### src/rtl/concat_scheduler_pkg.sv
// Shared constants and types for the concat layer scheduler.
// State encoding, register-bus width and error bit positions.
package concat_scheduler_pkg;

  localparam int REG_W   = 192;
  localparam int ERR_LEN = 0;
  localparam int ERR_TMO = 1;

  typedef enum logic [2:0] {
    S_IDLE  = 3'd0,
    S_LOAD  = 3'd1,
    S_START = 3'd2,
    S_RUN   = 3'd3,
    S_DONE  = 3'd4
  } state_t;

endpackage

### src/rtl/concat_scheduler_if.sv
// Command handshake between host and concat scheduler.
// Host offers a register set plus expected beat count.
interface concat_scheduler_if #(
  parameter int BEAT_W = 24
);
  import concat_scheduler_pkg::*;

  logic              Cmd_Valid;
  logic              Cmd_Ready;
  logic [REG_W-1:0]  Cmd_Regs;
  logic [BEAT_W-1:0] Cmd_Beats;

  modport master (
    output Cmd_Valid,
    output Cmd_Regs,
    output Cmd_Beats,
    input  Cmd_Ready
  );

  modport slave (
    input  Cmd_Valid,
    input  Cmd_Regs,
    input  Cmd_Beats,
    output Cmd_Ready
  );

endinterface

### src/rtl/concat_watchdog.sv
// Idle-cycle watchdog: counts enabled cycles, cleared on activity.
// Expires on the cycle the count would reach all-ones.
module concat_watchdog #(
  parameter int TMO_W = 20
) (
  input  logic clk,
  input  logic rst,
  input  logic clr,
  input  logic en,
  output logic expire
);

  localparam logic [TMO_W-1:0] MAX = '1;

  logic [TMO_W-1:0] cnt;

  assign expire = en && !clr &&
                  (cnt == MAX - 1'b1);

  always_ff @(posedge clk or negedge rst) begin
    if (!rst) begin
      cnt <= '0;
    end else if (clr) begin
      cnt <= '0;
    end else if (en && cnt != MAX) begin
      cnt <= cnt + 1'b1;
    end
  end

endmodule

### src/rtl/concat_scheduler.sv
// Sequences one concat layer: latch regs, start, watch beats, finish.
// Flags beat/Last mismatches and stalled output streams.
module concat_scheduler
  import concat_scheduler_pkg::*;
#(
  parameter int BEAT_W = 24,
  parameter int TMO_W  = 20
) (
  input  logic               clk,
  input  logic               rst,
  concat_scheduler_if.slave  cmd,
  input  logic               M_Valid,
  input  logic               M_Ready,
  input  logic               Last_Concat,
  output logic [REG_W-1:0]   Reg_Bus,
  output logic               Start_Concat,
  output logic               Next_Reg,
  output logic               Busy,
  output logic               Done,
  output logic [1:0]         Err,
  output logic [BEAT_W-1:0]  Beat_Count
);

  state_t            state;
  logic [BEAT_W-1:0] exp_beats;
  logic              beat;
  logic              wd_clr;
  logic              wd_en;
  logic              wd_expire;
  logic [BEAT_W:0]   cnt_nxt;
  logic [BEAT_W-1:0] cnt_sat;
  logic              over;
  logic              ready_q;

  assign beat    = M_Valid & M_Ready;
  assign cnt_nxt = {1'b0, Beat_Count} + 1'b1;
  assign cnt_sat = (&Beat_Count) ? Beat_Count
                 : Beat_Count + 1'b1;
  assign over    = cnt_nxt > {1'b0, exp_beats};
  assign wd_en   = (state == S_RUN);
  assign wd_clr  = (state != S_RUN) | beat;

  assign cmd.Cmd_Ready = ready_q;

  concat_watchdog #(
    .TMO_W (TMO_W)
  ) u_wd (
    .clk    (clk),
    .rst    (rst),
    .clr    (wd_clr),
    .en     (wd_en),
    .expire (wd_expire)
  );

  always_ff @(posedge clk or negedge rst) begin
    if (!rst) begin
      state        <= S_IDLE;
      Reg_Bus      <= '0;
      exp_beats    <= '0;
      Beat_Count   <= '0;
      Err          <= '0;
      Start_Concat <= 1'b0;
      Next_Reg     <= 1'b0;
      Done         <= 1'b0;
      Busy         <= 1'b0;
      ready_q      <= 1'b1;
    end else begin
      Start_Concat <= 1'b0;
      Next_Reg     <= 1'b0;
      Done         <= 1'b0;
      unique case (state)
        S_IDLE: begin
          if (cmd.Cmd_Valid && ready_q) begin
            Reg_Bus    <= cmd.Cmd_Regs;
            exp_beats  <= cmd.Cmd_Beats;
            Beat_Count <= '0;
            Err        <= '0;
            Busy       <= 1'b1;
            ready_q    <= 1'b0;
            state      <= S_LOAD;
          end
        end
        S_LOAD: begin
          if (exp_beats == '0)
            Err[ERR_LEN] <= 1'b1;
          Start_Concat <= 1'b1;
          state        <= S_START;
        end
        S_START: begin
          state <= S_RUN;
        end
        S_RUN: begin
          // A beat always wins over a same-cycle watchdog expiry.
          if (beat) begin
            Beat_Count <= cnt_sat;
            if (Last_Concat || over) begin
              if (cnt_nxt != {1'b0, exp_beats})
                Err[ERR_LEN] <= 1'b1;
              Next_Reg <= 1'b1;
              Done     <= 1'b1;
              state    <= S_DONE;
            end
          end else if (wd_expire) begin
            Err[ERR_TMO] <= 1'b1;
            Next_Reg     <= 1'b1;
            Done         <= 1'b1;
            state        <= S_DONE;
          end
        end
        S_DONE: begin
          Busy    <= 1'b0;
          ready_q <= 1'b1;
          state   <= S_IDLE;
        end
        default: begin
          Busy    <= 1'b0;
          ready_q <= 1'b1;
          state   <= S_IDLE;
        end
      endcase
    end
  end

endmodule

### src/flat_wrapper.sv
// flat-port wrapper written by rule: the top's interface ports become plain ports
module concat_scheduler_flat import concat_scheduler_pkg::*;
#(
  parameter int BEAT_W = 24,
  parameter int TMO_W  = 20
)
  (clk, rst, M_Valid, M_Ready, Last_Concat, Reg_Bus, Start_Concat, Next_Reg, Busy, Done, Err, Beat_Count, cmd_Cmd_Valid, cmd_Cmd_Regs, cmd_Cmd_Beats, cmd_Cmd_Ready);
  concat_scheduler_if #(.BEAT_W(BEAT_W)) cmd_i ();
  input  logic clk;
  input  logic rst;
  input  logic M_Valid;
  input  logic M_Ready;
  input  logic Last_Concat;
  output logic [REG_W-1:0] Reg_Bus;
  output logic Start_Concat;
  output logic Next_Reg;
  output logic Busy;
  output logic Done;
  output logic [1:0] Err;
  output logic [BEAT_W-1:0] Beat_Count;
  input wire logic [$bits(cmd_i.Cmd_Valid)-1:0] cmd_Cmd_Valid;
  input wire logic [$bits(cmd_i.Cmd_Regs)-1:0] cmd_Cmd_Regs;
  input wire logic [$bits(cmd_i.Cmd_Beats)-1:0] cmd_Cmd_Beats;
  output wire logic [$bits(cmd_i.Cmd_Ready)-1:0] cmd_Cmd_Ready;
  assign cmd_i.Cmd_Valid = cmd_Cmd_Valid;
  assign cmd_i.Cmd_Regs = cmd_Cmd_Regs;
  assign cmd_i.Cmd_Beats = cmd_Cmd_Beats;
  assign cmd_Cmd_Ready = cmd_i.Cmd_Ready;
  concat_scheduler #(.BEAT_W(BEAT_W), .TMO_W(TMO_W)) u_core (.clk(clk), .rst(rst), .cmd(cmd_i), .M_Valid(M_Valid), .M_Ready(M_Ready), .Last_Concat(Last_Concat), .Reg_Bus(Reg_Bus), .Start_Concat(Start_Concat), .Next_Reg(Next_Reg), .Busy(Busy), .Done(Done), .Err(Err), .Beat_Count(Beat_Count));
endmodule
### config.mk
export PLATFORM = sky130hd
export DESIGN_NAME = concat_scheduler_flat
export DESIGN_NICKNAME = d
export VERILOG_FILES = /design/src/rtl/concat_scheduler_pkg.sv /design/src/rtl/concat_scheduler_if.sv /design/src/rtl/concat_watchdog.sv /design/src/rtl/concat_scheduler.sv /design/src/flat_wrapper.sv
export SDC_FILE = /design/constraint.sdc
export NUM_CORES = 1
export LEC_CHECK = 0
export CAP_MARGIN = 10
export CORE_MARGIN = 5
export CORE_UTILIZATION = 30
export CTS_BUF_LIST = sky130_fd_sc_hd__clkbuf_4 sky130_fd_sc_hd__clkbuf_8
export CTS_CLUSTER_SIZE = 24
export DETAILED_ROUTE_END_ITERATION = 12
export GPL_TIMING_DRIVEN = 0
export PLACE_DENSITY_LB_ADDON = 0.08
export SYNTH_ARGS = -nofsm -noshare
export SYNTH_HDL_FRONTEND = slang
export SYNTH_HIERARCHICAL = 1
export SYNTH_SLANG_ARGS = --single-unit
### constraint.sdc
create_clock -name clk -period 4.75 [get_ports clk]
set_input_delay 0.95 -clock clk [delete_from_list [all_inputs] [get_ports clk]]
set_output_delay 0.95 -clock clk [all_outputs]
set_load 0.005 [all_outputs]
==> flow_metrics.tcl, run 1 <==
set metrics [dict create \
    synth_nets 1572 \
    synth_adder_area_share_pct 2.85 \
    cap_violations 0 \
    grt_pass1_wl_um 68300 \
    slew_headroom_pct 49.9 \
    wirelength_um 44900 \
    ios 445 \
    cpPeakStageDelay_ps 510 \
    port_buffers 444 \
    htree_levels 2 \
    seq_area_frac_synth_pct 56.7 \
    drive_gt1_share_pct 9.24 \
    yosys.area_share.simple_pct 27.6 \
    drt_first_pass_iters 5 \
    crit_slowest_cell "nor4_2" \
    report.final.setup_viol 0 \
    drc 0 \
    worst_ir_drop_vdd_uv 268 \
    drt_iter0_markers 623 \
    grt_setup_unrepaired "false" \
    synthToLayoutAreaGrowth_pct 52.7 \
    p_leak_nw 8.69 \
    hold_path.class "in -> async" \
    design.die.area_um2 43700 \
    hold_slack_ps 260 \
    dp_cells 2288 \
    max-clock-path-buffers 3 \
    yosys-mux-area-fraction_pct 0 \
    synth_area_per_cell_um2 8.97 \
    powerDensity_nw_per_um2 489 \
    hpwlAfterDp_um 34600 \
    critical_path.cell_chain "ha_1 > and3_2 > and3_4 > and3_2 > xor2_1 > ha_1 > a211oi_1 > o21bai_1 > a211oi_1 > a21oi_2 > nor4_2 > o31a_1" \
    required_ps 5280 \
    fin_crit_ps 3720 \
    cts_num_sinks 269 \
    cp.arrival_ps 4250 \
    grtUsageMet3_pct 6.21 \
    synth_compound_area_share_pct 7.37 \
    finalNonFillerCells 2388 \
    clk_latency_ps 610 \
    path_clk_slew_ps 60 \
    die_x_um 209 \
    path_class "reg -> reg" \
    crit_path_start_kind "flip-flop" \
    via_per_inst 4.55 \
    final_cell_mix "nand2_1 (637), clkdlybuf4s50_1 (443), dfrtp_1 (268), clkbuf_8 (60), buf_2 (44)" \
    ys_warn_count 6 \
    vias 10900 \
    synthFlopType "dfrtp_1" \
    finClkSkew_ps 24.8 \
    synth.distinct_cells 62 \
    maxSlewViolCount 0 \
    overflow 0 \
    crit_buf_inv 0 \
    core_area_um2 38900 \
    busiest_layer "met2" \
    grt.met1_usage_pct 24.9 \
    numCtsBuffers 50 \
    synth_area_um2 11900 \
    synth_edf_count 0 \
    crit_family "simple AND/OR/NAND/NOR gates" \
    layout_commonest_cell "nand2_1" \
    ys_seq_elements 269 \
    cts_setup_buffers 0 \
    hold_buffers 0 \
    wire_per_inst_um 18.8 \
    worstSetupEndpointType "flip-flop" \
    cts_tree "built" \
    syn_inst 1323 \
    final_core_util_pct 46.6 \
    postCtsResizedCells 0 \
    tightest_slew_ps 752 \
    die_y_um 209 \
    use_met2_pct 32.8 \
    nets 2071 \
    start_util_pct 30.5 \
    max_freq_mhz 269 \
    cp_max_fo 7 \
    cts-root-buf "clkbuf_8" \
    synthArstFlopShare_pct 100 \
    grt_usage_pct 20.0 \
    synth_xor_xnor_area_share_pct 1.75 \
    finalHoldViolations 0 \
    grt_max_degree 80 \
    gp_congestion 0.841 \
    fp-row-count 72 \
    status "completed" \
    ant_nets 0 \
    grt_pass1_vias 10800 \
    timing.final.crit_share_pct 78.3 \
    synth_top_family_by_area "simple AND/OR/NAND/NOR gates" \
    antenna_found_initial 11 \
]
[per-layer routing]
metal	routed length, µm	vias up	share of wire [%]
met5	48	-	0.11
met2	21600	321	48
met4	1190	6	2.6
met3	3270	72	7.3
met1	18900	5145	42
li1	-	5333	-
[area by class of cell]
type / instances / area (µm²)
multi-input combinational: 959 / 4700
buffer: 62 / 322
timing repair buffer: 447 / 4530
clock inverter: 5 / 33.8
inverter: 33 / 124
sequential: 269 / 6730
tap: 518 / 648
fill: 3836 / 20800
clock buffer: 87 / 1030
antenna: 8 / 20.0
[synth_stat cells (all sizes together) (3+ instances only)]
cell type	instances	area, µm²
or3	5	31.3
xor2	8	85.1
o31ai	13	97.6
nor3	10	50.1
or4	7	52.6
buf	50	277
clkbuf	12	45.0
and4	13	119
a31oi	4	25.0
and3	14	113
ha	27	338
dfrtp	268	6710
a22o	10	87.6
o21a	3	22.5
nand4	15	124
o41ai	3	26.3
nand2b	3	18.8
a21oi	32	164
a221o	3	30.0
nor2	29	114
o21ai	52	264
nand3	17	100
nor4	8	71.3
nand2	638	2400
a211oi	4	30.0
xnor2	14	123
inv	33	124
and2	5	32.5
[report_power, final]
group	switching (mW)	internal (mW)
logic	1.38	1.67
clock network	1.01	1.35
registers	0.415	3.05
[final timing paths]
check | slack (ps) | to | cells after the start | startpoint
hold / removal | 260 | u_core/Beat_Count[13]$_DFFE_PN0P_ | 1 | rst
hold reg to reg | 470 | u_core/Reg_Bus[71]$_DFFE_PN0P_ | 2 | u_core/Reg_Bus[71]$_DFFE_PN0P_
min in group clk | 470 | u_core/Reg_Bus[71]$_DFFE_PN0P_ | 2 | u_core/Reg_Bus[71]$_DFFE_PN0P_
max in group asynchronous | 3330 | u_core/Reg_Bus[7]$_DFFE_PN0P_ | 3 | rst
setup / recovery | 1030 | u_core/state[1]$_DFFE_PN0P_ | 12 | u_core/Beat_Count[0]$_DFFE_PN0P_
setup reg to reg | 1030 | u_core/state[1]$_DFFE_PN0P_ | 12 | u_core/Beat_Count[0]$_DFFE_PN0P_
[flip-flops by register name, summed over array words and instances, names as in the netlist]
signal	cells
u_core/Beat_Count	24
u_core/Busy	1
u_core/Done	1
u_core/Err	2
u_core/Reg_Bus	192
u_core/Start_Concat	1
u_core/cmd.Cmd_Ready	1
u_core/exp_beats	24
u_core/state	3
u_core/u_wd/cnt	20
[logic make-up after synthesis]
logic type	Yosys count
flip-flops	269
adder cells (fa/ha/maj)	27
AO/OA/AOI/OAI	139
XOR/XNOR	22
AND/OR/NAND/NOR	771
buffers and inverters	95
[stage by stage]
| step | setup slack [ps] | cell area, µm² | TNS [ps] | power, mW |
|---|---|---|---|---|
| 2_1_floorplan | 1660 | 11900 | 0 | 4.48 |
| 3_3_place_gp | -10000 | 17000 | -2672560 | 6.54 |
| 3_5_place_dp | 1060 | 17100 | 0 | 6.60 |
| 4_1_cts | 1000 | 18100 | 0 | 9.03 |
| 5_1_grt | 763 | 18100 | 0 | 9.47 |
| 6_report | 1030 | 18100 | 0 | 8.87 |
[worst reg2reg max path, cell delays in order (launching register included)]
cell and delay [ps]:
dfrtp_1 490, ha_1 310, and3_2 250, and3_4 220, and3_2 220, xor2_1 240
ha_1 300, a211oi_1 230, o21bai_1 110, a211oi_1 450, a21oi_2 130, nor4_2 510
o31a_1 200
Power figures use the tool's default switching activity.
==> run 2: changes to the inputs <==
==> constraint.sdc (replaced) <==
create_clock -name clk -period 3.5 [get_ports clk]
set_input_delay 0.7 -clock clk [delete_from_list [all_inputs] [get_ports clk]]
set_output_delay 0.7 -clock clk [all_outputs]
set_load 0.005 [all_outputs]
==> flow_metrics.tcl, run 2 (synthesis results as in run 1) <==
set metrics [dict create \
    drt-met1-wl_um 18800 \
    largest_reg_flops 192 \
    crit_slowest_cell "dfrtp_2" \
    clk_latency_ps 610 \
    design.die.area_um2 43700 \
    max-clock-path-buffers 3 \
    antenna_found_initial 11 \
    min_path_cells 2 \
    max_freq_mhz 297 \
    cpPeakStageDelay_ps 460 \
    overflow 0 \
    p_sw_mw 3.80 \
    grt_usage_pct 20.0 \
    p_leak_nw 8.69 \
    cts-root-buf "clkbuf_8" \
    fin_crit_ps 3370 \
    hold_path.class "reg -> reg" \
    setup_slack_ps 128 \
    start_util_pct 30.5 \
    wirelength_um 45000 \
    drive_gt1_share_pct 9.66 \
    top_layer "met5" \
    path_class "reg -> reg" \
    grt_pass1_wl_um 68400 \
    multi_input_area_um2 4730 \
    path_depth 12 \
    crit_family "simple AND/OR/NAND/NOR gates" \
    port_buffers 444 \
    netSwitchingFraction_pct 31.5 \
    rrSetupSlack_ps 130 \
    dp_slack_ps -192 \
    report.final.setup_viol 0 \
    reg_top3 "u_core/Reg_Bus: 192 flops, u_core/Beat_Count: 24 flops, u_core/exp_beats: 24 flops" \
    die_x_um 209 \
    hp-start "u_core/Reg_Bus[71]$_DFFE_PN0P_" \
    finClkSkew_ps 24.7 \
    drt_first_pass_iters 5 \
    nets 2072 \
    wl_met2_um 21600 \
    worst_ir_drop_vdd_uv 367 \
    grt_pass1_vias 10900 \
    finalHoldViolations 0 \
    post-route-cell-area_um2 18200 \
    worstReg2RegEnd "u_core/state[1]$_DFFE_PN0P_" \
    htree_levels 2 \
    finalNonFillerCells 2389 \
    critical_path.cell_chain "ha_2 > and3_2 > and3_4 > and3_2 > xor2_2 > ha_1 > nand4_1 > or3_4 > a311o_1 > a21oi_2 > nor4_4 > o31a_1" \
    cts_num_sinks 269 \
    ant_nets 0 \
    power.total_mw 12.0 \
    gp_congestion 0.841 \
    cap_violations 0 \
    drt_iter0_markers 639 \
    timing.final.crit_share_pct 96.3 \
    regMostFlops "u_core/Reg_Bus" \
    ios 445 \
    placedInstanceArea_um2 17100 \
    core_area_um2 38900 \
    slew_headroom_pct 51.3 \
    required_ps 3970 \
    maxSlewViolCount 0 \
    die_y_um 209 \
    status "completed" \
    final_cell_mix "nand2_1 (637), clkdlybuf4s50_1 (443), dfrtp_1 (266), clkbuf_8 (60), buf_2 (44)" \
    intPower_mw 8.25 \
    grt_setup_unrepaired "false" \
    dp_cells 2288 \
    cpMostUsedCell "and3_2" \
    final-seq-area_um2 6740 \
    drc 0 \
    numCtsBuffers 50 \
    cts_tree "built" \
    num-fill-cells 3836 \
    hpwlAfterDp_um 34600 \
    crit_buf_inv 0 \
    crit_path_start_kind "flip-flop" \
    worstSetupEndpointType "flip-flop" \
    powerDensity_nw_per_um2 662 \
    cp_max_fo 7 \
    grt_max_degree 80 \
    cp.arrival_ps 3850 \
    synthToLayoutAreaGrowth_pct 53.2 \
    tightest_slew_ps 731 \
    via_per_inst 4.56 \
    p_seq_share_pct 39.1 \
    r2r-start "u_core/Beat_Count[0]$_DFFE_PN0P_" \
    clock_power_share_pct 26.6 \
    wl_met3_um 3360 \
    path_clk_slew_ps 60 \
    pwr-share-comb_pct 34.3 \
    wire_per_inst_um 18.8 \
    hold_end "u_core/Reg_Bus[71]$_DFFE_PN0P_" \
    fp-row-count 72 \
    vias 10900 \
    r2r_cells 12 \
    layout_commonest_cell "nand2_1" \
]
-- run 2: worst max-delay path by stage --
stage | from | endpoint | slack [ps]
after global routing | u_core/Beat_Count[0]$_DFFE_PN0P_ | u_core/state[1]$_DFFE_PN0P_ | 3
after global placement | rst | u_core/Reg_Bus[175]$_DFFE_PN0P_ | -11000
after floorplan | u_core/Beat_Count[0]$_DFFE_PN0P_ | u_core/state[1]$_DFFE_PN0P_ | 410
after CTS | u_core/Beat_Count[0]$_DFFE_PN0P_ | u_core/state[1]$_DFFE_PN0P_ | 40
after detailed placement | u_core/Beat_Count[0]$_DFFE_PN0P_ | u_core/state[1]$_DFFE_PN0P_ | -190
final | u_core/Beat_Count[0]$_DFFE_PN0P_ | u_core/state[1]$_DFFE_PN0P_ | 130
-- run 2: routing by layer --
| layer | up-vias | GRT usage (%) |
|---|---|---|
| met4 | 6 | 7.38 |
| met2 | 319 | 32.8 |
| li1 | 5334 | - |
| met1 | 5153 | 24.9 |
| met5 | - | 0 |
| met3 | 72 | 6.28 |
-- run 2: area by class of cell --
type	instances	share of cell area, %
Clock buffer	87	5.66
Sequential cell	269	37.0
Clock inverter	5	0.186
Multi-Input combinational cell	959	26.0
Antenna cell	8	0.110
Tap cell	518	3.56
Buffer	62	1.77
Timing Repair Buffer	448	25.0
Inverter	33	0.681
-- run 2: worst register-to-register path: stages, from the launching register on --
cell	delay, ps
dfrtp_2	460
ha_2	250
and3_2	210
and3_4	190
and3_2	230
xor2_2	160
ha_1	320
nand4_1	110
or3_4	430
a311o_1	330
a21oi_2	190
nor4_4	90
o31a_1	280
-- run 2: through the flow --
step	hold slack, ps	util (%)	TNS, ps
floorplan	404	-	0
global placement	458	43.6	-2942040
detailed placement	461	43.8	-711
CTS	475	46.6	0
global route	489	46.7	0
finish	469	46.7	0
-- run 2: power groups by stage --
stage                     clock, mW  sequential (mW)  combinational (mW)
after floorplan                   0             4.78                1.29
final                          3.20             4.71                4.14
after global placement            0             4.73                4.15
after CTS                      3.33             4.71                4.22
after global routing           3.49             4.84                4.54
after detailed placement          0             4.76                4.20
-- run 2: repair_timing --
item	CTS	global route
gates resized for setup	3	6
setup buffers	0	0
cloned	0	0
hold endpoints to repair	8	0
endpoints found under the setup margin	5	5
hold buffers	1	0
==> run 3: changes to the inputs <==
--- a/config.mk
+++ b/config.mk
@@ -11,7 +11,6 @@
 export CTS_BUF_LIST = sky130_fd_sc_hd__clkbuf_4 sky130_fd_sc_hd__clkbuf_8
 export CTS_CLUSTER_SIZE = 24
 export DETAILED_ROUTE_END_ITERATION = 12
-export GPL_TIMING_DRIVEN = 0
 export PLACE_DENSITY_LB_ADDON = 0.08
 export SYNTH_ARGS = -nofsm -noshare
 export SYNTH_HDL_FRONTEND = slang
==> constraint.sdc (replaced) <==
create_clock -name clk -period 3.2 [get_ports clk]
set_input_delay 0.64 -clock clk [delete_from_list [all_inputs] [get_ports clk]]
set_output_delay 0.64 -clock clk [all_outputs]
set_load 0.005 [all_outputs]
==> flow_metrics.tcl, run 3 (synthesis results as in run 1) <==
set metrics [dict create \
    wire_per_inst_um 18.5 \
    grt_usage_pct 19.4 \
    maxSlewViolCount 0 \
    r2r_cells 12 \
    numCtsBuffers 51 \
    cpPeakStageDelay_ps 400 \
    core_area_um2 38900 \
    worstSetupEndpointType "flip-flop" \
    nets 2050 \
    final_cell_mix "nand2_1 (637), clkdlybuf4s50_1 (443), dfrtp_1 (268), clkbuf_8 (69), o21ai_0 (36)" \
    ant_nets 0 \
    gp_congestion 0.813 \
    grt_pass1_wl_um 66700 \
    finalHoldViolations 0 \
    cpMostUsedCell "and3_4" \
    power.total_mw 13.5 \
    port_buffers 444 \
    rrSetupSlack_ps 50 \
    die_x_um 209 \
    r2r-start "u_core/Beat_Count[0]$_DFFE_PN0P_" \
    report.final.setup_viol 0 \
    grt_pass1_vias 10700 \
    crit_buf_inv 0 \
    cap_violations 0 \
    slew_headroom_pct 37.3 \
    vias 10700 \
    layout_commonest_cell "nand2_1" \
    die_y_um 209 \
    cts_tree "built" \
    powerDensity_nw_per_um2 733 \
    fin_crit_ps 3150 \
    hp-start "u_core/Reg_Bus[66]$_DFFE_PN0P_" \
    max_freq_mhz 317 \
    design.die.area_um2 43700 \
    cp.arrival_ps 3660 \
    cts-root-buf "clkbuf_8" \
    finalNonFillerCells 2361 \
    cts_num_sinks 269 \
    grt_max_degree 99 \
    drt_first_pass_iters 5 \
    ios 445 \
    hpwlAfterDp_um 32200 \
    crit_path_start_kind "flip-flop" \
    tightest_slew_ps 940 \
    p_leak_nw 8.75 \
    drc 0 \
    drive_gt1_share_pct 9.45 \
    reg_top3 "u_core/Reg_Bus: 192 flops, u_core/Beat_Count: 24 flops, u_core/exp_beats: 24 flops" \
    required_ps 3710 \
    timing.final.crit_share_pct 98.4 \
    path_clk_slew_ps 60 \
    overflow 0 \
    crit_family "simple AND/OR/NAND/NOR gates" \
    largest_reg_flops 192 \
    drt_iter0_markers 653 \
    multi_input_area_um2 4770 \
    fp-row-count 72 \
    synthToLayoutAreaGrowth_pct 54.6 \
    min_path_cells 2 \
    hold_end "u_core/Reg_Bus[66]$_DFFE_PN0P_" \
    worst_ir_drop_vdd_uv 394 \
    status "completed" \
    htree_levels 2 \
    worstReg2RegEnd "u_core/state[1]$_DFFE_PN0P_" \
    grt_setup_unrepaired "true" \
    path_class "reg -> reg" \
    dp_cells 2257 \
    start_util_pct 30.5 \
    antenna_found_initial 2 \
    wirelength_um 43600 \
    num-fill-cells 3764 \
    via_per_inst 4.54 \
    cp_max_fo 4 \
    clk_latency_ps 630 \
    max-clock-path-buffers 3 \
    finClkSkew_ps 38.5 \
    regMostFlops "u_core/Reg_Bus" \
    crit_slowest_cell "or3_4" \
    final-seq-area_um2 6730 \
    critical_path.cell_chain "ha_2 > and3_4 > and3_4 > and3_4 > xor2_2 > ha_1 > nand4_1 > or3_4 > a311o_1 > a21oi_2 > nor4_4 > o31a_1" \
    hold_path.class "reg -> reg" \
]
[run 3: cell types whose count changed in the layout (fill, tap and decap cells not counted), moves of 9 or more]
| cell | delta |
|---|---|
| buf_2 | -44 |
| clkbuf_4 | -10 |
| buf_4 | +26 |
| clkbuf_8 | +9 |
| buf_12 | +11 |
| clkbuf_1 | -12 |
[run 3: power by group]
| group | leakage [nW] | switching (mW) | internal, mW |
|---|---|---|---|
| sequential | 3.50 | 0.599 | 4.53 |
| combinational | 4.64 | 2.07 | 2.52 |
| clock | 0.617 | 1.53 | 2.20 |
[run 3: timing repair]
action / CTS / global route
hold buffers: 1 / 0
hold endpoints to repair: 62 / 0
resized for setup: 2 / 14
setup buffers: 0 / 8
endpoints found under the setup margin: 2 / 5
gates cloned: 0 / 0
pin swaps: 0 / 11
[run 3: how the worst max path moves through the flow]
stage | from | slack, ps | end | cells after the start
4_1_cts | u_core/Beat_Count[0]$_DFFE_PN0P_ | 5 | u_core/state[1]$_DFFE_PN0P_ | 12
3_5_place_dp | u_core/Beat_Count[0]$_DFFE_PN0P_ | 10 | u_core/state[1]$_DFFE_PN0P_ | 12
6_report | u_core/Beat_Count[0]$_DFFE_PN0P_ | 50 | u_core/state[1]$_DFFE_PN0P_ | 12
2_1_floorplan | u_core/Beat_Count[0]$_DFFE_PN0P_ | 110 | u_core/state[1]$_DFFE_PN0P_ | 12
5_1_grt | u_core/Beat_Count[1]$_DFFE_PN0P_ | -60 | u_core/state[1]$_DFFE_PN0P_ | 12
3_3_place_gp | u_core/Beat_Count[0]$_DFFE_PN0P_ | 70 | u_core/state[1]$_DFFE_PN0P_ | 12
[run 3: per-stage QoR]
stage / utilization [%] / hold WS, ps / TNS, ps / setup slack (ps) / cell area [µm²]
detailed placement: 43.8 / 461 / 0 / 10.7 / 17100
global placement: 43.8 / 457 / 0 / 70.0 / 17100
finish: 47.2 / 470 / 0 / 50.1 / 18400
CTS: 46.8 / 466 / 0 / 4.62 / 18200
floorplan: - / 344 / 0 / 109 / 11900
global route: 47.2 / 487 / -222 / -55.4 / 18400
[run 3: worst min-delay path, cell delays in order (launching register included)]
cell     delay (ps)
dfrtp_1         340
nand2_1          50
nand2_1          60
[run 3: routing by layer]
metal / share of wire (%) / GRT usage [%] / routed length [µm] / up-vias
met5: 0 / 0 / 0 / -
met4: 2.0 / 5.02 / 885 / 0
met3: 6.5 / 5.52 / 2820 / 53
met2: 48 / 32.2 / 21000 / 319
met1: 43 / 25.1 / 18900 / 5064
li1: - / - / - / 5279
[run 3: area by class of cell]
type	count	share of cell area, %
clock inverters	7	0.423
multi-input cells	959	26.0
flip-flops and latches	269	36.7
well taps	518	3.53
diodes	2	0.0273
inverters	33	0.675
repair buffers	487	26.8
clock buffers	86	5.87
